$ cat config.mk
export PLATFORM = sky130hd
export DESIGN_NAME = pq_arbiter
export DESIGN_NICKNAME = d
export VERILOG_FILES = /design/src/rtl/pq_arbiter.sv
export SDC_FILE = /design/constraint.sdc
export NUM_CORES = 1
export LEC_CHECK = 0
export CAP_MARGIN = 20
export CORE_MARGIN = 2
export CORE_UTILIZATION = 55
export DETAILED_ROUTE_END_ITERATION = 7
export DONT_BUFFER_PORTS = 1
export GPL_TIMING_DRIVEN = 0
export PLACE_DENSITY = 0.7
export SYNTH_ARGS = -nofsm -noshare
export SYNTH_HDL_FRONTEND = slang
export SYNTH_SLANG_ARGS = --single-unit
$ cat constraint.sdc
create_clock -name clk -period 4.35 [get_ports clk]
set_input_delay 0.6525 -clock clk [delete_from_list [all_inputs] [get_ports clk]]
set_output_delay 0.6525 -clock clk [all_outputs]
set_load 0.005 [all_outputs]
$ cat src/rtl/pq_arbiter.sv
// Round-robin arbiter sharing one priority queue among NREQ requesters.
// Serialises enqueue/dequeue requests and returns a one-hot ack per operation.
module pq_arbiter #(
  parameter int NREQ = 4,
  parameter int KW   = 16
) (
  input  logic                      clk,
  input  logic                      rst,
  input  logic [NREQ-1:0]           req,
  input  logic [NREQ-1:0]           op,
  input  logic [NREQ*KW-1:0]        key_in,
  output logic [NREQ-1:0]           ack,
  output logic                      nack,
  output logic [KW-1:0]             rdata,
  output logic [$clog2(NREQ)-1:0]   gnt_id,
  output logic                      pq_enq,
  output logic                      pq_deq,
  output logic [KW-1:0]             pq_kin,
  input  logic [KW-1:0]             pq_kout,
  input  logic                      pq_busy,
  input  logic                      pq_full,
  input  logic                      pq_empty,
  output logic [7:0]                rej_cnt
);

  localparam int IW = $clog2(NREQ);

  typedef enum logic [1:0] {IDLE, ISSUE, WAIT, RESP} state_t;

  state_t          state, state_nx;
  logic [IW-1:0]   ptr;
  logic [IW-1:0]   win;
  logic [IW-1:0]   cand;
  logic            win_vld;
  logic            op_q;
  logic [KW-1:0]   key_q;
  logic            rej_q;
  logic            reject;

  // Rotating search: the first requester at or after ptr wins.
  always_comb begin
    win     = '0;
    win_vld = 1'b0;
    cand    = '0;
    for (int unsigned i = 0; i < NREQ; i++) begin
      cand = IW'((32'(ptr) + i) % NREQ);
      if (!win_vld && req[cand]) begin
        win     = cand;
        win_vld = 1'b1;
      end
    end
  end

  assign reject = op_q ? pq_empty : pq_full;

  always_comb begin
    state_nx = state;
    pq_enq   = 1'b0;
    pq_deq   = 1'b0;
    pq_kin   = '0;
    ack      = '0;
    nack     = 1'b0;
    case (state)
      IDLE:  if (win_vld) state_nx = ISSUE;
      ISSUE: begin
        if (reject) begin
          state_nx = RESP;
        end else if (!pq_busy) begin
          pq_enq   = !op_q;
          pq_deq   = op_q;
          pq_kin   = op_q ? '0 : key_q;
          state_nx = WAIT;
        end
      end
      WAIT:  if (!pq_busy) state_nx = RESP;
      RESP: begin
        ack[gnt_id] = 1'b1;
        nack        = rej_q;
        state_nx    = IDLE;
      end
      default: state_nx = IDLE;
    endcase
  end

  always_ff @(posedge clk or posedge rst) begin
    if (rst) state <= IDLE;
    else     state <= state_nx;
  end

  always_ff @(posedge clk or posedge rst) begin
    if (rst) begin
      ptr     <= '0;
      gnt_id  <= '0;
      op_q    <= 1'b0;
      key_q   <= '0;
      rej_q   <= 1'b0;
      rej_cnt <= '0;
      rdata   <= '0;
    end else begin
      case (state)
        IDLE: if (win_vld) begin
          gnt_id <= win;
          op_q   <= op[win];
          key_q  <= key_in[32'(win)*KW +: KW];
          ptr    <= (32'(win) == NREQ - 1) ? '0 : win + 1'b1;
        end
        ISSUE: begin
          if (reject) begin
            rej_q <= 1'b1;
            if (rej_cnt != 8'hFF) rej_cnt <= rej_cnt + 8'd1;
          end else if (!pq_busy && op_q) begin
            rdata <= pq_kout;
          end
        end
        RESP: rej_q <= 1'b0;
        default: ;
      endcase
    end
  end

endmodule

==> results.md, run 1 <==
Layout:
- The layout has 430 filler cells.
- The post-route netlist has ~25% of its cells at a drive strength greater than 1.
- The layout-stage area growth over the synthesis result is 8.02%.
- The area used by multi-input combinational logic is approximately 1500 um^2.
- The number of inserted diodes is 0.
- Summing all flip-flop and latch instances after layout gives ~1200 um^2.
- The final layout contains about 350 nets.

Clock tree:
- For this design, the CTS-stage hold fixing added 0 buffers.
- The H-tree generated during clock tree synthesis spans 2 levels.
- The worst-case clock buffer depth is 2.
- In this run, CTS created clock tree buffers numbering 5.
- After clock tree synthesis, the clock-pin slew on the worst setup and hold paths is 90 ps.
- Gates resized during post-CTS repair numbered 0.
- For this design, the sink count on the clock tree is 48.
- The number of buffers added for setup after CTS is 0.
- The insertion delay of the later-clocked pin in the worst-skew pair is approximately 300 ps.
- The root buffer cell chosen for the clock tree is sky130_fd_sc_hd__clkbuf_8.
- The clock tree from TritonCTS is built.

Die:
- The initial utilization of the core area, before any placement, comes to between 50% and 60%.
- The floorplan has 25 rows.
- The die footprint is 5660 um^2.
- From bottom edge to top edge, the die measures around 75 um.
- The die is 75.3 um wide.
- Pin placement for this block handled ~140 I/O pins.
- The floorplan core area is 4820 um^2.

Power and ir drop:
- The total power after layout is about 2.0 mW.
- The worst vdd rail ir drop is approximately 0.3 mV.
- Dividing total power by cell area gives a power density of around 660 nW/um^2.
- The leakage power figure is ~1.3 nW.

Worst setup path:
- The worst setup path is launched from a flip-flop.
- The worst setup path is of the flip-flop to output port kind.
- The register-to-register setup slack is about 2000 ps.
- In this run the critical register-to-register path is captured at rdata[3].
- The worst register-to-register path has a depth of 6.
- The nature of the critical path endpoint is an output port.
- Data arrives at the worst endpoint at roughly 2100 ps.
- The maximum fanout along the worst path is 10.
- Data on the critical path is required at its endpoint by between 3000 and 4000 ps.
- The reg-to-reg critical path startpoint is state[1].

Logic synthesis:
- The count of distinct cell types in the synthesized netlist is 37.
- By area the synthesized netlist is led by sky130_fd_sc_hd__dfrtp_1 (43%), sky130_fd_sc_hd__mux2_2 (9.7%), sky130_fd_sc_hd__mux2_4 (7.0%), sky130_fd_sc_hd__mux2i_1 (6.8%), sky130_fd_sc_hd__o221a_1 (5.2%).
- In the synthesized netlist, the cells that appear most often are sky130_fd_sc_hd__dfrtp_1 (48), sky130_fd_sc_hd__mux2_2 (24), sky130_fd_sc_hd__mux2i_1 (19), sky130_fd_sc_hd__nand3_1 (19), sky130_fd_sc_hd__and2_1 (18).
- Averaged over all synthesized cells, the footprint is around 12 um^2.
- The most used flip-flop cell after synthesis is sky130_fd_sc_hd__dfrtp_1.
- Yosys printed 0 warnings.
- In the post-synthesis netlist, the cell with the most instances is sky130_fd_sc_hd__dfrtp_1.
- The post-synthesis register bit count is 48.
- The number of nets produced by synthesis is 337.
- Of all cell types, the one taking the most synthesized area is sky130_fd_sc_hd__dfrtp_1.
- The number of enable-type register cells in the synthesized netlist is 0.
- The post-synthesis sequential area ratio is 43.0%.
- The synthesized design devotes to its leading area cell type 43.0% of total area.
- The number of instances in the synthesized netlist is approximately 240.
- Summing every instance area after synthesis gives ~2800 um^2.
- In the synthesized netlist the async set-or-reset flop fraction comes to 100%.

Timing:
- The final-report max-slew violation count was 0.
- The worst path uses 64.1% of the clock period.
- Setup repair after global routing left no endpoint under its margin.
- The relative slew slack is 64.3%.
- On the final layout, the worst hold slack is ~260 ps.
- Timing would allow up to 359 MHz.
- For the pin with the worst max-slew slack, the measured transition is about 530 ps.
- The maximum clock skew at final layout is 3.43 ps.
- The hold violation count in the final report came to 0.
- The routed design could run at a clock period as short as 2790 ps.
- In the final timing run, aggregate negative setup slack is 0 ps.
- The total of endpoints with negative setup slack in the final report is 0.

Placed design:
- The half-perimeter wire length after detailed placement is 4.57 mm.
- The final weighted congestion in routability-driven placement is 0.733.
- The count of buffers added on input and output ports is 0.

Global routing:
- The number of global-route vias before repair is between 1,500 and 2,000.
- For this run, global-route usage on met3 was measured as approximately 5.8%.
- For met2 alone, demand over resource in global routing was about 35%.
- The aggregate global routing overflow is 0.
- Global routing used roughly a fifth of the available tracks.
- The layer flagged by global routing as most heavily used is met2.
- The first-pass GRT wire length is 8.77 mm.
- The number of antenna violations at the first check in global routing is 0.
- The met1 usage in global routing is between 20% and 30%.
- The maximum number of pins on one net before global-route repair is 26.

Drt:
- Dividing the detail-routed via count by the number of cells gives 6.08.
- The routed layout has roughly 1,900 vias.
- In this run the remaining antenna-violating nets after routing total 0.
- In this run, the number of DRC markers left after iteration 0 of detailed routing was 49.
- In the final routed layout, each cell accounts on average for approximately 19 um.
- The number of optimization iterations in the first detailed-route pass is 4.
- The final layout contains routed wiring with a total length of 5.90 mm.
- After detailed routing, the number of remaining DRC violations is 0.

Run:
- Max-cap violations in this run came to 0.

Hold path:
- The type of the tightest min-delay check is primary input to asynchronous set/reset pin.

Status:
- The run finished with clean final reports.
-- worst max path at each step --
stage	startpoint	endpoint	slack (ps)	depth (start not counted)
2_1_floorplan	state[1]	pq_kin[10]	2010	5
3_3_place_gp	state[1]	pq_kin[13]	1080	5
3_5_place_dp	state[1]	pq_deq	1870	5
4_1_cts	state[1]	pq_deq	1520	5
5_1_grt	state[1]	pq_deq	1340	5
6_report	state[1]	pq_deq	1560	5
-- state kept, by name (all words and copies together) (netlist names) --
signal	cells
state	2
op_q	1
rej_cnt	8
gnt_id	2
rdata	16
rej_q	1
key_q	16
ptr	2
-- cell usage in the layout (no fill, tap or decap), drive strengths merged --
| cell | instances |
|---|---|
| mux2i | 19 |
| nor4bb | 1 |
| nor2 | 4 |
| xor2 | 3 |
| clkinvlp | 1 |
| o31ai | 2 |
| ha | 6 |
| buf | 11 |
| a21boi | 1 |
| bufinv | 1 |
| dfrtp | 48 |
| o221a | 18 |
| o311a | 1 |
| a22o | 2 |
| xnor2 | 5 |
| inv | 7 |
| nor2b | 1 |
| nor3 | 4 |
| o21a | 1 |
| o22ai | 1 |
| nor4b | 1 |
| nand4 | 2 |
| a21oi | 4 |
| nand3 | 19 |
| o21ai | 2 |
| a21o | 2 |
| clkbuf | 11 |
| nand2b | 3 |
| or3b | 1 |
| nor4 | 1 |
| nand2 | 8 |
| and2 | 18 |
| mux2 | 37 |
| and3 | 2 |
-- metrics by stage --
| stage | util (%) | worst slack, ps | instance area, um^2 | std cells |
|---|---|---|---|---|
| floorplan | - | 2010 | 2790 | 238 |
| global placement | 59.7 | 1080 | 2880 | 305 |
| detailed placement | 60.2 | 1870 | 2900 | 307 |
| CTS | 62.6 | 1520 | 3020 | 315 |
| global route | 62.6 | 1340 | 3020 | 315 |
| finish | 62.6 | 1560 | 3020 | 315 |
-- worst max-delay path, cell delays in order, from the launching register on --
cell	delay [ps]
sky130_fd_sc_hd__dfrtp_1	440
sky130_fd_sc_hd__inv_1	120
sky130_fd_sc_hd__ha_1	250
sky130_fd_sc_hd__nor4bb_1	350
sky130_fd_sc_hd__clkbuf_1	360
sky130_fd_sc_hd__buf_2	320
-- metal layers --
| metal | vias to the layer above | wire [um] |
|---|---|---|
| met5 | - | 0 |
| met4 | 0 | 55 |
| met3 | 5 | 486 |
| met2 | 118 | 2980 |
| met1 | 902 | 2380 |
| li1 | 889 | - |
-- area by class of cell --
cell class	instances	area share, %
buffer	15	3.11
multi-input combinational	169	48.9
tap	67	2.78
clock inverter	3	1.53
timing repair buffer	2	0.830
clock buffer	5	2.28
inverter	6	0.747
sequential	48	39.8
-- power breakdown --
group	internal, mW	total (mW)	leakage (nW)	switching (mW)
clock	0.173	0.329	0.0548	0.155
sequential	0.655	0.823	0.570	0.168
combinational	0.458	0.844	0.691	0.386
-- cells by family (layout without fill, tap and decap cells) --
group,count (synthesis),after routing,synth area share (%)
simple gates,65,65,12.8
mux,56,56,23.5
flops,48,48,43.0
compound gates,34,34,11.4
buf+inv,21,31,4.17
xor+xnor,8,8,2.51
fa+ha+maj,6,6,2.69
(Power assumes the default switching activity.)
==> run 2, diff against run 1 <==
Clock period 4.35 ns to 2.6 ns, I/O delays scaled along.
==> run 2 against run 1 <==
Net effect: the flow now finishes with violations (negative hold slack); register-to-register slack got worse by 1600 ps; sequential share of layout area is essentially flat; critical path depth did not move; sequential cell count did not move; critical endpoint unchanged; highest routed layer unchanged.
==> results.md, run 2 (synthesized netlist as in run 1, its figures left out) <==
Timing:
- The maximum clock skew at final layout is 3.71 ps (was 3.43 ps).
- The hold violation count in the final report is 15 (was 0).
- The worst hold slack across all endpoints is -7.46 ps (was 255 ps).
- The final critical path time including I/O delays and setup is around 2400 ps.
- Setup repair after global routing missed its margin: no (unchanged).
- The total of endpoints with negative setup slack in the final report is 0 (unchanged).
- The worst-margin pin slew came to 554 ps (was 531 ps).
- The final-report max-slew violation count is 0 (unchanged).
- The final worst-path cycle share is between 90% and 100%.
- The relative slew slack is 62.7% (was 64.3%).
- The maximum clock frequency is 419 MHz.
- The aggregate negative setup slack is 0 ps (unchanged).

Clock tree:
- The worst-case clock buffer depth was 2 (unchanged).
- The number of buffers added for setup after CTS came to 0 (unchanged).
- The post-cts hold buffer count is 0 (unchanged).
- The post-cts sizing count is 0 (unchanged).
- The CTS root buffer was sky130_fd_sc_hd__clkbuf_8 (unchanged).
- The clock tree from TritonCTS is built (unchanged).
- The insertion delay of the later-clocked pin in the worst-skew pair is 300 ps (about the same).
- The number of sinks driven by the clock tree is 48 (unchanged).
- The post-CTS clock slew at the launch and capture registers of the worst setup and hold paths is 90 ps (about the same).
- The number of H-tree branching levels is 2 (unchanged).
- The number of CTS-inserted buffers came to 5 (unchanged).

Die:
- The initial standard-cell utilization of the core is 58.0% (unchanged).
- The width of the chip is 75.3 um (unchanged).
- The number of rows in the core area is 25 (unchanged).
- The die footprint is 5660 um^2 (unchanged).
- The I/O pin count is 142 (unchanged).
- The height of the die was 75.3 um (unchanged).
- The floorplan core area came to 4820 um^2 (unchanged).

Worst setup path:
- The register-to-register setup slack is 420 ps (was 2030 ps).
- The type of element launching the critical path is a flip-flop (unchanged).
- The critical setup path kind is flip-flop to output port (unchanged).
- The worst path arrival time is 2000 ps (was 2140 ps).
- The destination of the worst register-to-register timing path is rdata[3] (unchanged).
- The reg-to-reg critical path startpoint was state[1] (unchanged).
- The maximum fanout along the worst path was 10 (unchanged).
- The slowest cell on the critical path is sky130_fd_sc_hd__dfrtp_1 (unchanged).
- The logic depth of the worst register-to-register path is 6 (unchanged).
- The termination of the worst setup path is pq_deq (unchanged).
- The nature of the critical path endpoint is an output port (unchanged).
- The required time at the worst-slack endpoint was 2210 ps (was 3700 ps).
- The worst setup path startpoint is state[1] (unchanged).
- The maximum single-stage delay on the critical path is 440 ps (about the same).
- Crit-path cells: inv_1 -> ha_1 -> nor4bb_1 -> clkbuf_2 -> buf_2 (was inv_1 -> ha_1 -> nor4bb_1 -> clkbuf_1 -> buf_2).

Drt:
- The final wirelength is 5.90 mm (about the same).
- The routed via count divided by cell count was 6.07 (was 6.08).
- The wire length per cell after detailed routing came to 18.7 um (about the same).
- The remaining routing DRC violations is 0 (unchanged).
- The number of antenna-violating nets in the routed design came to 0 (unchanged).
- The detailed-route via count is 1,913 (was 1,914).
- The first-iteration detailed-routing DRC count is 53 (was 49).
- The number of optimization iterations in the first detailed-route pass came to 4 (unchanged).

Layout:
- The total number of nets in the final design is 346 (unchanged).
- Largest registers: key_q x16, rdata x16, rej_cnt x8 (unchanged).
- The area used by multi-input combinational logic came to 1480 um^2 (unchanged).
- The layout-stage area growth over the synthesis result is 8.11% (was 8.02%).
- The number of inserted diodes is 0 (unchanged).
- The number of filler cells placed in the layout is 431 (was 430).
- The most frequent standard cell in the layout excluding fill and tap cells is sky130_fd_sc_hd__dfrtp_1 (unchanged).
- The share of the core filled with cells in the final layout is 62.7% (was 62.6%).
- The area taken by flip-flops and latches is 1200 um^2 (unchanged).
- Commonest non-fill, non-tap cells in the layout: sky130_fd_sc_hd__dfrtp_1 (48), sky130_fd_sc_hd__mux2_2 (24), sky130_fd_sc_hd__mux2i_1 (19), sky130_fd_sc_hd__nand3_1 (19), sky130_fd_sc_hd__and2_1 (18) (unchanged).
- The share of layout cells above drive strength 1 was 25.8% (was 25.0%).

Power and ir drop:
- The ratio of total power to cell area is 1110 nW/um^2 (was 662 nW/um^2).
- The leakage power figure is 1.32 nW (about the same).
- The worst vdd rail ir drop was 0.508 mV (was 0.304 mV).

Run:
- The number of maximum-capacitance violations is 0 (unchanged).

Global routing:
- The aggregate global routing overflow was 0 (unchanged).
- The number of global-route vias before repair was 1,842 (unchanged).
- The first-pass GRT wire length is 8.77 mm (unchanged).
- The total global-route track usage is 20.8% (unchanged).
- The number of antenna violations at the first check in global routing is 0 (unchanged).
- The maximum number of pins on one net before global-route repair is 26 (unchanged).

Placed design:
- The half-perimeter wire length after detailed placement is 4.57 mm (unchanged).
- The final weighted congestion in routability-driven placement is 0.733 (unchanged).
- The number of input and output port buffers inserted is 0 (unchanged).

Status:
- Run status: complete, but fails checks (was finished clean).
- The final reports fail on negative hold slack.

Hold path:
- The type of the tightest min-delay check is primary input to asynchronous set/reset pin (unchanged).
## run 2: cell counts in the layout (fill, tap and decap cells not counted)
No cell type changed its count.
## run 2: area by class of cell
| class | instances | area share (%) |
|---|---|---|
| clock inverter | 3 | 1.53 |
| clock buffer | 5 | 2.28 |
| sequential | 48 | 39.8 |
| multi-input combinational | 169 | 48.9 |
| buffer | 15 | 3.19 |
| timing repair buffer | 2 | 0.829 |
| tap | 67 | 2.78 |
| inverter | 6 | 0.746 |
## run 2: report_power, final
part,internal (mW),switching (mW)
sequential,1.10,0.281
clock,0.290,0.260
combinational,0.766,0.647
total,2.15,1.19
## run 2: worst min-delay path by stage
stage / end / slack [ps]
final: rdata[14] / -7
after global routing: rdata[14] / 20
after CTS: rdata[14] / 7
after detailed placement: rdata[14] / 340
after global placement: rej_q / 480
after floorplan: rej_q / 460
## run 2: metrics by stage
| stage | cell area (um^2) | setup slack (ps) | hold slack, ps | total power, mW | cells |
|---|---|---|---|---|---|
| floorplan | 2790 | 522 | 458 | 2.51 | 238 |
| global placement | 2880 | -410 | 480 | 2.76 | 305 |
| detailed placement | 2900 | 268 | 339 | 2.82 | 307 |
| CTS | 3020 | 32.3 | 7.02 | 3.37 | 315 |
| global route | 3020 | 14.7 | 21.3 | 3.60 | 315 |
| finish | 3020 | 211 | -7.46 | 3.34 | 315 |
## run 2: critical path, delay by kind of cell, from the launching register on
family        cells  cell delay (ps)
fa+ha+maj         1              250
buf+inv           3              670
flops             1              440
simple gates      1              350
## run 2: layer usage
| layer | routed length [um] | track usage [%] | vias to the layer above | share of wire (%) |
|---|---|---|---|---|
| met5 | 0 | 0 | - | 0 |
| met4 | 55 | 5.85 | 0 | 0.93 |
| met3 | 485 | 5.76 | 5 | 8.2 |
| met2 | 2970 | 35.5 | 118 | 50 |
| met1 | 2380 | 25.9 | 901 | 40 |
| li1 | - | - | 889 | - |
